[config.mk]
export PLATFORM = sky130hd
export DESIGN_NAME = cnn_fmap_reader_flat
export DESIGN_NICKNAME = d
export VERILOG_FILES = /design/src/rtl/cnn_fmap_reader_pkg.sv /design/src/rtl/cnn_fmap_reader_if.sv /design/src/rtl/cnn_fmap_reader_out_slice.sv /design/src/rtl/cnn_fmap_reader.sv /design/src/flat_wrapper.sv
export SDC_FILE = /design/constraint.sdc
export NUM_CORES = 1
export LEC_CHECK = 0
export ABC_AREA = 1
export BUFFER_PORTS_ARGS = -buffer_cell sky130_fd_sc_hd__buf_2
export CORE_AREA = 2 2 471 473
export DETAILED_ROUTE_END_ITERATION = 8
export DIE_AREA = 0 0 473 475
export SYNTH_ARGS = -nofsm -noshare
export SYNTH_HDL_FRONTEND = slang
export SYNTH_HIERARCHICAL = 1
export SYNTH_SLANG_ARGS = --single-unit
[constraint.sdc]
create_clock -name clk -period 2.2 [get_ports clk]
set_clock_uncertainty 0.15 [all_clocks]
set_input_delay 0 -clock clk [delete_from_list [all_inputs] [get_ports clk]]
set_output_delay 0 -clock clk [all_outputs]
set_load 0.05 [all_outputs]
[src/rtl/cnn_fmap_reader_pkg.sv]
// Shared types and sizes for the feature-map reader: map geometry, beat layout and FSM states.
// Pure declarations, so there is no latency or backpressure here.
package cnn_fmap_reader_pkg;
  localparam int DATA_W = 32;
  localparam int OUT_W  = 6;
  localparam int OUT_H  = 6;
  localparam int N_PIX  = OUT_W * OUT_H;
  localparam int ADDR_W = $clog2(N_PIX);
  localparam int IDX_W  = 3;

  typedef enum logic [1:0] {
    IDLE   = 2'd0,
    READ   = 2'd1,
    STREAM = 2'd2,
    FINISH = 2'd3
  } state_t;

  typedef struct packed {
    logic [DATA_W-1:0] data;
    logic [IDX_W-1:0]  row;
    logic [IDX_W-1:0]  col;
    logic              last;
  } beat_t;
endpackage

[src/rtl/cnn_fmap_reader_if.sv]
// Output beat bus of the reader; master drives valid/payload, slave returns ready.
// Wires only: no latency; the payload must hold while valid is high and ready is low.
interface cnn_fmap_reader_if;
  import cnn_fmap_reader_pkg::*;

  logic              m_valid;
  logic              m_ready;
  logic [DATA_W-1:0] m_data;
  logic [IDX_W-1:0]  m_row;
  logic [IDX_W-1:0]  m_col;
  logic              m_last;

  modport master (output m_valid, m_data, m_row, m_col, m_last, input m_ready);
  modport slave  (input m_valid, m_data, m_row, m_col, m_last, output m_ready);
endinterface

[src/rtl/cnn_fmap_reader_out_slice.sv]
// Single-entry valid/ready register slice for one beat; load to valid is 1 clk.
// Holds its beat while ready is low; flush drops it without a handshake.
module fmap_out_slice
  import cnn_fmap_reader_pkg::*;
(
  input  logic  clk,
  input  logic  rst,
  input  logic  load_i,
  input  logic  flush_i,
  input  beat_t beat_i,
  input  logic  ready_i,
  output logic  valid_o,
  output beat_t beat_o
);
  logic  valid_q;
  beat_t beat_q;

  always_ff @(posedge clk) begin
    if (rst) begin
      valid_q <= 1'b0;
      beat_q  <= '0;
    end else if (flush_i) begin
      valid_q <= 1'b0;
    end else if (load_i) begin
      valid_q <= 1'b1;
      beat_q  <= beat_i;
    end else if (valid_q && ready_i) begin
      valid_q <= 1'b0;
    end
  end

  assign valid_o = valid_q;
  assign beat_o  = beat_q;
endmodule

[src/rtl/cnn_fmap_reader.sv]
// Streams the engine result map in raster order once eng_done rises; first beat 2 clk after the edge.
// One beat per 2 clk under full ready; stalls hold the beat, and eng_done falling aborts the stream.
module cnn_fmap_reader
  import cnn_fmap_reader_pkg::*;
(
  input  logic              clk,
  input  logic              rst,
  input  logic [DATA_W-1:0] fmap_ram_i [0:N_PIX-1],
  input  logic              eng_done_i,
  output logic              busy_o,
  output logic              drained_o,
  output logic              aborted_o,
  cnn_fmap_reader_if.master m_if
);
  localparam logic [ADDR_W-1:0] LAST_ADDR = ADDR_W'(N_PIX - 1);
  localparam logic [IDX_W-1:0]  LAST_COL  = IDX_W'(OUT_W - 1);

  state_t            state_q;
  logic [ADDR_W-1:0] addr_q;
  logic [IDX_W-1:0]  row_q;
  logic [IDX_W-1:0]  col_q;
  logic              done_q;
  logic              busy_q;
  logic              drained_q;
  logic              aborted_q;

  logic  done_rise;
  logic  done_fall;
  logic  out_vld;
  logic  xfer;
  logic  load;
  beat_t beat_in;
  beat_t beat_out;

  assign done_rise = eng_done_i && !done_q;
  // A fall only matters mid-stream; outside busy the engine is free to drop done.
  assign done_fall = !eng_done_i && done_q && busy_q;
  assign xfer      = out_vld && m_if.m_ready;
  assign load      = (state_q == READ) && !done_fall;

  always_comb begin
    beat_in      = '0;
    beat_in.data = fmap_ram_i[addr_q];
    beat_in.row  = row_q;
    beat_in.col  = col_q;
    beat_in.last = (addr_q == LAST_ADDR);
  end

  always_ff @(posedge clk) begin
    if (rst) begin
      state_q   <= IDLE;
      addr_q    <= '0;
      row_q     <= '0;
      col_q     <= '0;
      done_q    <= 1'b0;
      busy_q    <= 1'b0;
      drained_q <= 1'b0;
      aborted_q <= 1'b0;
    end else begin
      done_q    <= eng_done_i;
      drained_q <= 1'b0;
      aborted_q <= 1'b0;
      if (done_fall) begin
        state_q   <= IDLE;
        busy_q    <= 1'b0;
        aborted_q <= 1'b1;
      end else begin
        case (state_q)
          IDLE: begin
            if (done_rise) begin
              state_q <= READ;
              addr_q  <= '0;
              row_q   <= '0;
              col_q   <= '0;
              busy_q  <= 1'b1;
            end
          end
          READ: state_q <= STREAM;
          STREAM: begin
            if (xfer) begin
              if (addr_q == LAST_ADDR) begin
                state_q   <= FINISH;
                busy_q    <= 1'b0;
                drained_q <= 1'b1;
              end else begin
                state_q <= READ;
                addr_q  <= addr_q + ADDR_W'(1);
                if (col_q == LAST_COL) begin
                  col_q <= '0;
                  row_q <= row_q + IDX_W'(1);
                end else begin
                  col_q <= col_q + IDX_W'(1);
                end
              end
            end
          end
          FINISH: state_q <= IDLE;
          default: state_q <= IDLE;
        endcase
      end
    end
  end

  fmap_out_slice u_slice (
    .clk     (clk),
    .rst     (rst),
    .load_i  (load),
    .flush_i (done_fall),
    .beat_i  (beat_in),
    .ready_i (m_if.m_ready),
    .valid_o (out_vld),
    .beat_o  (beat_out)
  );

  assign m_if.m_valid = out_vld;
  assign m_if.m_data  = beat_out.data;
  assign m_if.m_row   = beat_out.row;
  assign m_if.m_col   = beat_out.col;
  assign m_if.m_last  = beat_out.last;
  assign busy_o       = busy_q;
  assign drained_o    = drained_q;
  assign aborted_o    = aborted_q;
endmodule

[src/flat_wrapper.sv]
// flat-port wrapper written by rule: the top's interface ports become plain ports
module cnn_fmap_reader_flat import cnn_fmap_reader_pkg::*;
  (clk, rst, fmap_ram_i, eng_done_i, busy_o, drained_o, aborted_o, m_if_m_valid, m_if_m_data, m_if_m_row, m_if_m_col, m_if_m_last, m_if_m_ready);
  cnn_fmap_reader_if m_if_i ();
  input  logic clk;
  input  logic rst;
  input  logic [DATA_W-1:0] fmap_ram_i[0:N_PIX-1];
  input  logic eng_done_i;
  output logic busy_o;
  output logic drained_o;
  output logic aborted_o;
  output wire logic [$bits(m_if_i.m_valid)-1:0] m_if_m_valid;
  output wire logic [$bits(m_if_i.m_data)-1:0] m_if_m_data;
  output wire logic [$bits(m_if_i.m_row)-1:0] m_if_m_row;
  output wire logic [$bits(m_if_i.m_col)-1:0] m_if_m_col;
  output wire logic [$bits(m_if_i.m_last)-1:0] m_if_m_last;
  input wire logic [$bits(m_if_i.m_ready)-1:0] m_if_m_ready;
  assign m_if_m_valid = m_if_i.m_valid;
  assign m_if_m_data = m_if_i.m_data;
  assign m_if_m_row = m_if_i.m_row;
  assign m_if_m_col = m_if_i.m_col;
  assign m_if_m_last = m_if_i.m_last;
  assign m_if_i.m_ready = m_if_m_ready;
  cnn_fmap_reader u_core (.clk(clk), .rst(rst), .fmap_ram_i(fmap_ram_i), .eng_done_i(eng_done_i), .busy_o(busy_o), .drained_o(drained_o), .aborted_o(aborted_o), .m_if(m_if_i));
endmodule
==> impl_metrics.ini, run 1 <==
[run_status]
outcome = complete, but fails checks
violations = setup timing

[worst_setup_path]
path_cells = buf_12 -> clkinv_16 -> buf_16 -> buf_8 -> buf_6 -> o21ai_0 -> nand2_1 -> a21oi_2 -> nand2_4 -> nand3_4 -> nand2_1 -> inv_1 -> nand3_1 -> nand2_1 -> nor2_1
cp_common_cell = nand2_1
crit_family = buffers and inverters
startpoint_type = flop
worst-path-buf-inv = 6
max_stage_delay_ns = 0.36
endpoint_kind = flop
crit_arrival_ns = 2.70
cp.required_ns = 2.30
crit_path_top_delay_cell = dfxtp_4
worst-path-max-fanout = 8
critical_path_class = flop to flop

[pwr]
power.density_nw_per_um2 = 620.6
max-vdd-ir-drop_uv = 303.3
p_leak_nw = 17.05

[synth]
syn-cell-area_sq_um = 15590
ys_types = 31
ys_warn_count = 6
synthCells = 3499
avgSynthCellArea_sq_um = 4.457
ys_seq_area_share_pct = 7.445
synth_fp_nets = 4657
yosys_register_bits = 58
synth_top_area_share_pct = 34.01
synth_area_leaders = nand2_1 34%, nand3_1 12%, nor2_1 12%, inv_1 11%, dfxtp_1 7.4%
synth_largest_area_cell = nand2_1

[floorplan]
io_pins = 1199
rows = 172
dieArea_sq_um = 224700
fp.coreArea_sq_um = 219100
die_x_microns = 473
die_h_microns = 475
start_util_pct = 7.118

[final_layout]
final_layout_size_suffix_gt1_share_pct = 43.12
nets = 6063
num-fill-cells = 25838
area_growth_pct = 105.4
final_cells = 7857

[clock_network]
htreeDepth = 3
cts_tree = done
cts_made_buffers = 9
clock-sinks = 58
cts_root_buffer = clkbuf_16
clk_latency_ns = 0.36
clockBufferDepth = 2
cts.clk_slew.worst_paths_ns = 0.07

[routing]
drc = 0
highest_layer = met5
met1_length_mm = 81.27
ant_nets = 0
detail_route.vias_per_cell = 3.692
dr.pass1.iters = 6
routed-via-count = 29008
wl_met3_mm = 20.17
wl_mm = 210.6
wl_per_cell_microns = 26.80
drtIter0Drc = 1918
met2_length_mm = 99.83

[sta]
max-slew-margin-rel_pct = 65.44
timing.final.crit_share_pct = 118.3
hold_viol_final = 0
setup_tns_ns = -11.07
grt_setup_unrepaired = yes
period_needed_ns = 2.602
setup_viol = 42
final_max_slew_viol_count = 0
layout_setup_ws_ns = -0.4018
max_freq_mhz = 384.4
worstMarginPinSlew_ns = 0.5130

[hold_path]
hold_class = primary input to flop

[place]
gp_congestion = 0.9404
place_hpwl_mm = 180.5
dp.cells = 7696
io_buffer_count = 1198

[global_route]
grt_pass1_wl_mm = 257.3
grt.total_usage_pct = 17.44
grt_pass1_vias = 27235
grt_overflow = 0
grt_max_degree = 59
antenna_found_initial = 235

[run]
cap_violations = 0
-- per-layer routing --
metal  up-vias  global-route usage (%)
met3       491                   5.696
met4       106                   5.117
li1      13600                       -
met2      1766                   30.48
met1     13045                   20.09
met5         -                       0
-- cells in the mapped netlist --
cell and instances:
o21ai_0 195, ha_1 2, o22ai_1 32, buf_2 118
o21ai_2 1, nor2_2 4, a21oi_1 181, inv_2 7
nor3_1 1, a21boi_1 1, clkinv_1 1, nor3_2 1
buf_4 21, xor2_1 4, dfxtp_1 58, buf_6 19
a31oi_1 2, nor2_1 481, nor2_4 2, inv_1 468
nand2_1 1413, o21bai_1 1, nor4_1 1, xnor2_1 1
nand2_2 1, clkbuf_1 65, nand3_1 389, nand4_1 2
o21ai_1 2, buf_1 24, nand3_2 1
-- report_power, final --
part	switching [mW]	internal [mW]
Clock	0.650	1.04
Combinational	10.3	6.48
Sequential	0.165	1.23
Total	11.1	8.75
-- what timing repair did --
item / CTS / global route
cloned: 13 / 15
hold buffers: 4 / 0
endpoints found under the setup margin: 48 / 43
resized for setup: 428 / 360
setup buffers: 24 / 17
pin swaps: 28 / 120
endpoints found under the hold margin: 14 / 0
-- placed cells by master (no fill, tap or decap), types with 2 or more instances in the layout --
cell type      Yosys  layout
nand3_2            1      56
clkbuf_16          0      23
buf_2            118    1198
nand4_1            2       2
nor2_2             4      24
nor2_1           481     423
clkbuf_8           0       3
inv_4              0       2
nand3_1          389     325
nand3_4            0       9
diode_2            0      76
inv_1            468     462
dfxtp_1           58      55
a21oi_1          181     114
o21ai_0          195     138
bufbuf_16          0       6
inv_2              7       9
dlygate4sd3_1      0       4
o21ai_4            0      10
nand2_2            1     156
a21oi_2            0      46
dfxtp_4            0       2
o22ai_1           32      32
a31oi_1            2       2
o21ai_1            2      34
nor2_4             2      40
nand2_4            0      65
buf_12             0      79
buf_4             21     250
a21oi_4            0      21
o21ai_2            1      16
xor2_1             4       4
buf_8              0      12
nand2_1         1413    1192
buf_16             0      16
buf_6             19      63
-- worst paths after layout --
path | from | end | slack [ns] | cells after the start
hold reg to reg | u_core/u_slice/beat_o[32] | u_core/u_slice/beat_o[32] | 0.32 | 2
setup reg to reg | u_core/addr_q[0] | u_core/u_slice/beat_o[22] | -0.40 | 15
hold / removal | fmap_ram_i[118] | u_core/u_slice/beat_o[29] | 0.10 | 9
setup / recovery | u_core/addr_q[0] | u_core/u_slice/beat_o[22] | -0.40 | 15
-- final cells by class --
class	instances	area [sq um]	area share, %
clock inverters	3	42.54	0.1328
flip-flops and latches	58	1170	3.652
clock buffers	13	291.5	0.9101
well taps	2871	3592	11.21
repair inverters	1	11.26	0.03515
diodes	76	190.2	0.5937
multi-input cells	2718	13560	42.32
inverters	476	1836	5.730
repair buffers	1641	11340	35.41
-- tightest hold or removal path: stages --
cell     delay (ns)
buf_2          0.10
nor2_1         0.08
o22ai_1        0.09
nand2_1        0.06
nand2_1        0.04
inv_1          0.04
nand3_1        0.05
nand2_1        0.06
nor2_1         0.03
-- kinds of logic after synthesis --
logic type | Yosys count | synth area share, %
AOI/OAI and AO/OA | 415 | 13.65
xor gates and xnor gates | 5 | 0.2808
adders and majority gates | 2 | 0.1604
buffers and inverters | 723 | 19.77
DFF | 58 | 7.445
and+or+nand+nor | 2296 | 58.70
-- flip-flops by register name (all words and copies together), names as in the netlist --
name,count
u_core/u_slice/beat_o,39
u_core/col_q,3
u_core/row_q,3
u_core/busy_o,1
u_core/done_q,1
u_core/addr_q,6
u_core/drained_o,1
u_core/state_q,2
u_core/aborted_o,1
u_core/u_slice/valid_o,1
-- metrics by stage --
step / power, mW / utilization [%] / hold WS [ns] / setup WS, ns / area [sq um]
3_5_place_dp: 15.27 / 12.60 / 0.09963 / -1.027 / 27600
2_1_floorplan: 7.951 / - / -0.01691 / 0.3250 / 15600
6_report: 19.88 / 14.62 / 0.1003 / -0.4018 / 32030
3_3_place_gp: 15.38 / 12.60 / 0.09109 / -1.145 / 27600
4_1_cts: 18.82 / 13.74 / 0.07575 / -0.4628 / 30090
5_1_grt: 21.32 / 14.58 / 0.1390 / -0.5034 / 31940
Power figures use the tool's default switching activity.
==> run 2: changes to the inputs <==
--- a/config.mk
+++ b/config.mk
@@ -8,7 +8,10 @@
 export ABC_AREA = 1
 export BUFFER_PORTS_ARGS = -buffer_cell sky130_fd_sc_hd__buf_2
-export CORE_AREA = 2 2 471 473
+export CELL_PAD_IN_SITES_DETAIL_PLACEMENT = 0
+export CELL_PAD_IN_SITES_GLOBAL_PLACEMENT = 1
+export CORE_AREA = 2 2 464 466
 export DETAILED_ROUTE_END_ITERATION = 8
-export DIE_AREA = 0 0 473 475
+export DIE_AREA = 0 0 466 468
+export PLACE_DENSITY_LB_ADDON = 0.1
 export SYNTH_ARGS = -nofsm -noshare
 export SYNTH_HDL_FRONTEND = slang
--- a/constraint.sdc
+++ b/constraint.sdc
@@ -3,3 +3,3 @@
 set_input_delay 0 -clock clk [delete_from_list [all_inputs] [get_ports clk]]
 set_output_delay 0 -clock clk [all_outputs]
-set_load 0.05 [all_outputs]
+set_load 0.005 [all_outputs]
==> impl_metrics.ini, run 2 (synthesis results as in run 1) <==
[worst_setup_path]
startpoint = u_core/addr_q[0]
crit_family = buffers and inverters
rrSetupSlack_ns = -0.30
max_stage_delay_ns = 0.41
critical_path_class = flop to flop
cp.required_ns = 2.31
path_cells = buf_12 -> clkinv_16 -> buf_16 -> buf_12 -> buf_16 -> o21ai_2 -> nand2_2 -> a21oi_4 -> nand2_8 -> nand3_1 -> nand2_1 -> inv_1 -> nand3_2 -> nand2_2 -> buf_12 -> nor2_1
startpoint_type = flop
endpoint_kind = flop
worst-path-buf-inv = 7
crit_cells = 16
worstRegToRegCells = 16
worst-path-max-fanout = 7
crit_arrival_ns = 2.61
cp_common_cell = buf_12
r2r_start = u_core/addr_q[0]
crit_path_top_delay_cell = dfxtp_4
r2r_end = u_core/u_slice/beat_o[7]

[global_route]
grt.total_usage_pct = 17.27
grt_max_degree = 49
antenna_found_initial = 168
grt_pass1_wl_mm = 257.1
grt_overflow = 0
grt_pass1_vias = 28786

[clock_network]
clock-sinks = 58
cts_made_buffers = 9
htreeDepth = 3
clk_latency_ns = 0.37
clockBufferDepth = 2
cts.clk_slew.worst_paths_ns = 0.08
cts_root_buffer = clkbuf_16
cts_tree = done

[sta]
setup_tns_ns = -7.319
timing.final.crit_share_pct = 113.5
grt_setup_unrepaired = yes
max_freq_mhz = 400.4
worstMarginPinSlew_ns = 0.5214
layout_setup_ws_ns = -0.2975
period_needed_ns = 2.498
max-slew-margin-rel_pct = 65.24
final_max_slew_viol_count = 0
hold_viol_final = 0
setup_viol = 36

[hold_path]
min_to = u_core/u_slice/beat_o[9]
hold_start = fmap_ram_i[98]
hold_class = primary input to flop
min_path_cells = 9

[floorplan]
io_pins = 1199
dieArea_sq_um = 218100
die_h_microns = 468
fp.coreArea_sq_um = 213300
start_util_pct = 7.310
die_x_microns = 466
rows = 170

[final_layout]
final_common_cell = buf_2
nets = 6064
seqCellArea_sq_um = 1175
area_growth_pct = 109.2
largest_register_ffs = 39
layout_common_cells = 1198 x buf_2, 1192 x nand2_1, 459 x inv_1, 392 x nor2_1, 300 x nand3_1
multiInputGateArea_sq_um = 13840
final_layout_size_suffix_gt1_share_pct = 44.92
num-fill-cells = 25509
finalInstanceArea_sq_um = 32630

[place]
placed_area_sq_um = 27550
dp_worst_setup_slack_ns = -0.7984
place_hpwl_mm = 172.0
io_buffer_count = 1198
gp_congestion = 0.8394

[pwr]
swShare_pct = 53.93
p_clk_share_pct = 9.2
total_power_mw = 20.31
power_frac_seq_pct = 7.0
max-vdd-ir-drop_uv = 350.9
p_switching_mw = 10.95
power.density_nw_per_um2 = 622.4
comb_power_share_pct = 83.8
p_leak_nw = 17.28
p_int_mw = 9.355

[routing]
wl_per_cell_microns = 26.22
drc = 0
detail_route.vias_per_cell = 3.568
ant_nets = 0
drtIter0Drc = 1265
routed-via-count = 27787
wl_mm = 204.2
dr.pass1.iters = 5

[run_status]
outcome = complete, but fails checks
violations = setup timing

[run]
cap_violations = 0
==> run 2: how the worst max path moves through the flow <==
stage | end | slack (ns)
6_report | u_core/u_slice/beat_o[7] | -0.30
5_1_grt | u_core/u_slice/beat_o[17] | -0.43
3_5_place_dp | u_core/u_slice/beat_o[11] | -0.80
3_3_place_gp | u_core/u_slice/beat_o[29] | -0.86
4_1_cts | u_core/u_slice/beat_o[31] | -0.49
2_1_floorplan | u_core/u_slice/beat_o[10] | 0.35
==> run 2: power by group through the flow <==
stage	sequential [mW]	clock (mW)	combinational (mW)
5_1_grt	1.44	1.98	18.7
2_1_floorplan	1.35	0	6.13
4_1_cts	1.44	1.96	15.0
3_5_place_dp	1.45	0	13.9
3_3_place_gp	1.45	0	14.0
6_report	1.42	1.87	17.0
==> run 2: stage by stage <==
stage                     util (%)  hold slack [ns]  std cells
after CTS                    13.72          0.07902       7679
after floorplan                  -         -0.01691       3499
final                        15.29           0.1030       7787
after global routing         15.27           0.1379       7769
after global placement       12.91          0.09219       7634
after detailed placement     12.91           0.1069       7634
==> run 2: per-layer routing <==
metal | vias up | GRT usage, % | routed length (microns)
li1 | 13563 | - | -
met1 | 12801 | 20.19 | 84010
met2 | 1021 | 32.65 | 105200
met3 | 296 | 3.842 | 11580
met4 | 106 | 1.786 | 2726
met5 | - | 0 | 666
==> run 2: repair_timing <==
action | 4_1_cts | 5_1_grt
endpoints found under the setup margin | 48 | 45
buffers inserted | 18 | 58
resized for setup | 277 | 636
gates cloned | 7 | 34
hold buffers | 4 | 0
pin swaps | 15 | 234
endpoints found under the hold margin | 15 | 0
==> run 2: area by class of cell <==
type	count	area share, %
multi-input combinational	2718	42.43
timing repair buffer	1642	36.02
tap	2838	10.88
inverter	476	5.653
sequential	58	3.601
clock buffer	9	0.6903
clock inverter	7	0.3835
antenna	38	0.2915
timing repair inverter	1	0.04986
==> run 2: worst register-to-register path, cell delays in order (launching register included) <==
cell and delay (ns):
dfxtp_4 0.41, buf_12 0.14, clkinv_16 0.10, buf_16 0.19
buf_12 0.17, buf_16 0.15, o21ai_2 0.15, nand2_2 0.12
a21oi_4 0.23, nand2_8 0.10, nand3_1 0.11, nand2_1 0.06
inv_1 0.07, nand3_2 0.06, nand2_2 0.09, buf_12 0.10
nor2_1 0.03
==> run 3: changes to the inputs <==
CTS_BUF_LIST = sky130_fd_sc_hd__clkbuf_4   (was default)
==> impl_metrics.ini, run 3 (synthesis results as in run 1) <==
[sta]
max_freq_mhz = 384.9
period_needed_ns = 2.598
setup_viol = 45
timing.final.crit_share_pct = 118.1
layout_setup_ws_ns = -0.3984
final_max_slew_viol_count = 0
max-slew-margin-rel_pct = 69.17
worstMarginPinSlew_ns = 0.4624
grt_setup_unrepaired = yes
hold_viol_final = 0

[run_status]
violations = setup timing
outcome = complete, but fails checks

[worst_setup_path]
cp.required_ns = 2.51
path_cells = buf_12 -> inv_16 -> buf_16 -> buf_16 -> buf_12 -> nand2_1 -> nand2_1 -> nand2_1 -> a21oi_2 -> nor2_1 -> buf_4 -> nand2_1 -> nand3_2 -> nand2_2 -> inv_1 -> nand3_1 -> nand2_1 -> nor2_1
worstRegToRegCells = 18
startpoint_type = flop
r2r_start = u_core/addr_q[0]
r2r_end = u_core/u_slice/beat_o[20]
crit_arrival_ns = 2.91
crit_path_top_delay_cell = dfxtp_4
worst-path-max-fanout = 22
crit_path_end = u_core/u_slice/beat_o[20]
rrSetupSlack_ns = -0.40
max_stage_delay_ns = 0.41
critical_path_class = flop to flop
cp_common_cell = nand2_1
startpoint = u_core/addr_q[0]
endpoint_kind = flop

[clock_network]
cts_root_buffer = clkbuf_4
cts_made_buffers = 9
cts.clk_slew.worst_paths_ns = 0.16
cts_tree = done
clockBufferDepth = 2
clock-sinks = 58
clk_latency_ns = 0.55
htreeDepth = 3

[routing]
drtIter0Drc = 1230
wl_per_cell_microns = 25.77
drc = 0
routed-via-count = 27794
ant_nets = 0
detail_route.vias_per_cell = 3.561
wl_mm = 201.1
dr.pass1.iters = 5

[floorplan]
die_x_microns = 466
start_util_pct = 7.310
io_pins = 1199
rows = 170
die_h_microns = 468
dieArea_sq_um = 218100
fp.coreArea_sq_um = 213300

[global_route]
grt_pass1_vias = 29244
grt_pass1_wl_mm = 259.8
grt.total_usage_pct = 17.42
grt_overflow = 0
antenna_found_initial = 170
grt_max_degree = 49

[final_layout]
layout_common_cells = 1291 x nand2_1, 1198 x buf_2, 464 x inv_1, 423 x nor2_1, 337 x nand3_1
final_cells = 7806
finalInstanceArea_sq_um = 31300
final_layout_size_suffix_gt1_share_pct = 40.04
nets = 6086
final_core_util_pct = 14.67
area_growth_pct = 100.7
largest_register_ffs = 39
final_common_cell = nand2_1

[pwr]
max-vdd-ir-drop_uv = 261.7
p_leak_nw = 16.96
power.density_nw_per_um2 = 592.7
total_power_mw = 18.55

[place]
dp_worst_setup_slack_ns = -0.7984
placed_area_sq_um = 27550
dp.cells = 7634
gp_congestion = 0.8394
io_buffer_count = 1198
place_hpwl_mm = 172.0

[run]
cap_violations = 0

[hold_path]
hold_class = primary input to flop
run 3: area by class of cell:
| type | instances | area (sq um) |
|---|---|---|
| antenna | 35 | 87.58 |
| clock buffer | 9 | 67.56 |
| clock inverter | 7 | 125.1 |
| fill | 25689 | 182000 |
| inverter | 476 | 1824 |
| multi-input combinational | 2718 | 12770 |
| sequential | 58 | 1172 |
| tap | 2838 | 3551 |
| timing repair buffer | 1665 | 11700 |
run 3: where the power goes:
part / internal, mW / switching (mW) / leakage [nW] / total, mW
sequential: 1.23 / 0.185 / 0.478 / 1.41
combinational: 6.47 / 9.40 / 16.4 / 15.9
clock: 0.584 / 0.685 / 0.101 / 1.27
run 3: what timing repair did:
action,in CTS,in global routing
pin swaps,17,43
hold buffers,44,0
endpoints found under the hold margin,46,0
setup endpoints to repair,48,47
cloned,10,15
gates resized for setup,387,130
setup buffers,40,14
run 3: per-layer routing:
| layer | routed length (microns) | vias up | track usage, % |
|---|---|---|---|
| li1 | - | 13597 | - |
| met1 | 82650 | 12751 | 20.36 |
| met2 | 103500 | 1030 | 32.93 |
| met3 | 11640 | 300 | 3.889 |
| met4 | 2604 | 116 | 1.860 |
| met5 | 760 | - | 0 |
run 3: worst max-delay path: cells and delay by family, from the launching register on:
kind	cells	cell delay, ns
buffers and inverters	7	0.97
AND/OR/NAND/NOR	10	0.81
flip-flops	1	0.41
AO/OA/AOI/OAI	1	0.13
run 3: how the worst min path moves through the flow:
stage                          from                   endpoint  slack [ns]  cells after the start
floorplan                eng_done_i              u_core/done_q       -0.02                      2
global placement         eng_done_i              u_core/done_q        0.09                      3
detailed placement       eng_done_i              u_core/done_q        0.11                      3
CTS                  fmap_ram_i[84]  u_core/u_slice/beat_o[27]       0.002                      9
global route          fmap_ram_i[6]  u_core/u_slice/beat_o[13]        0.03                      9
finish              fmap_ram_i[905]  u_core/u_slice/beat_o[16]        0.05                     11
run 3: through the flow:
stage                     hold WS, ns  TNS, ns
final                         0.05482   -10.90
after global routing          0.02883   -18.26
after CTS                    0.002476   -12.56
after detailed placement       0.1069   -22.27
after global placement        0.09219   -22.82
after floorplan              -0.01691        0
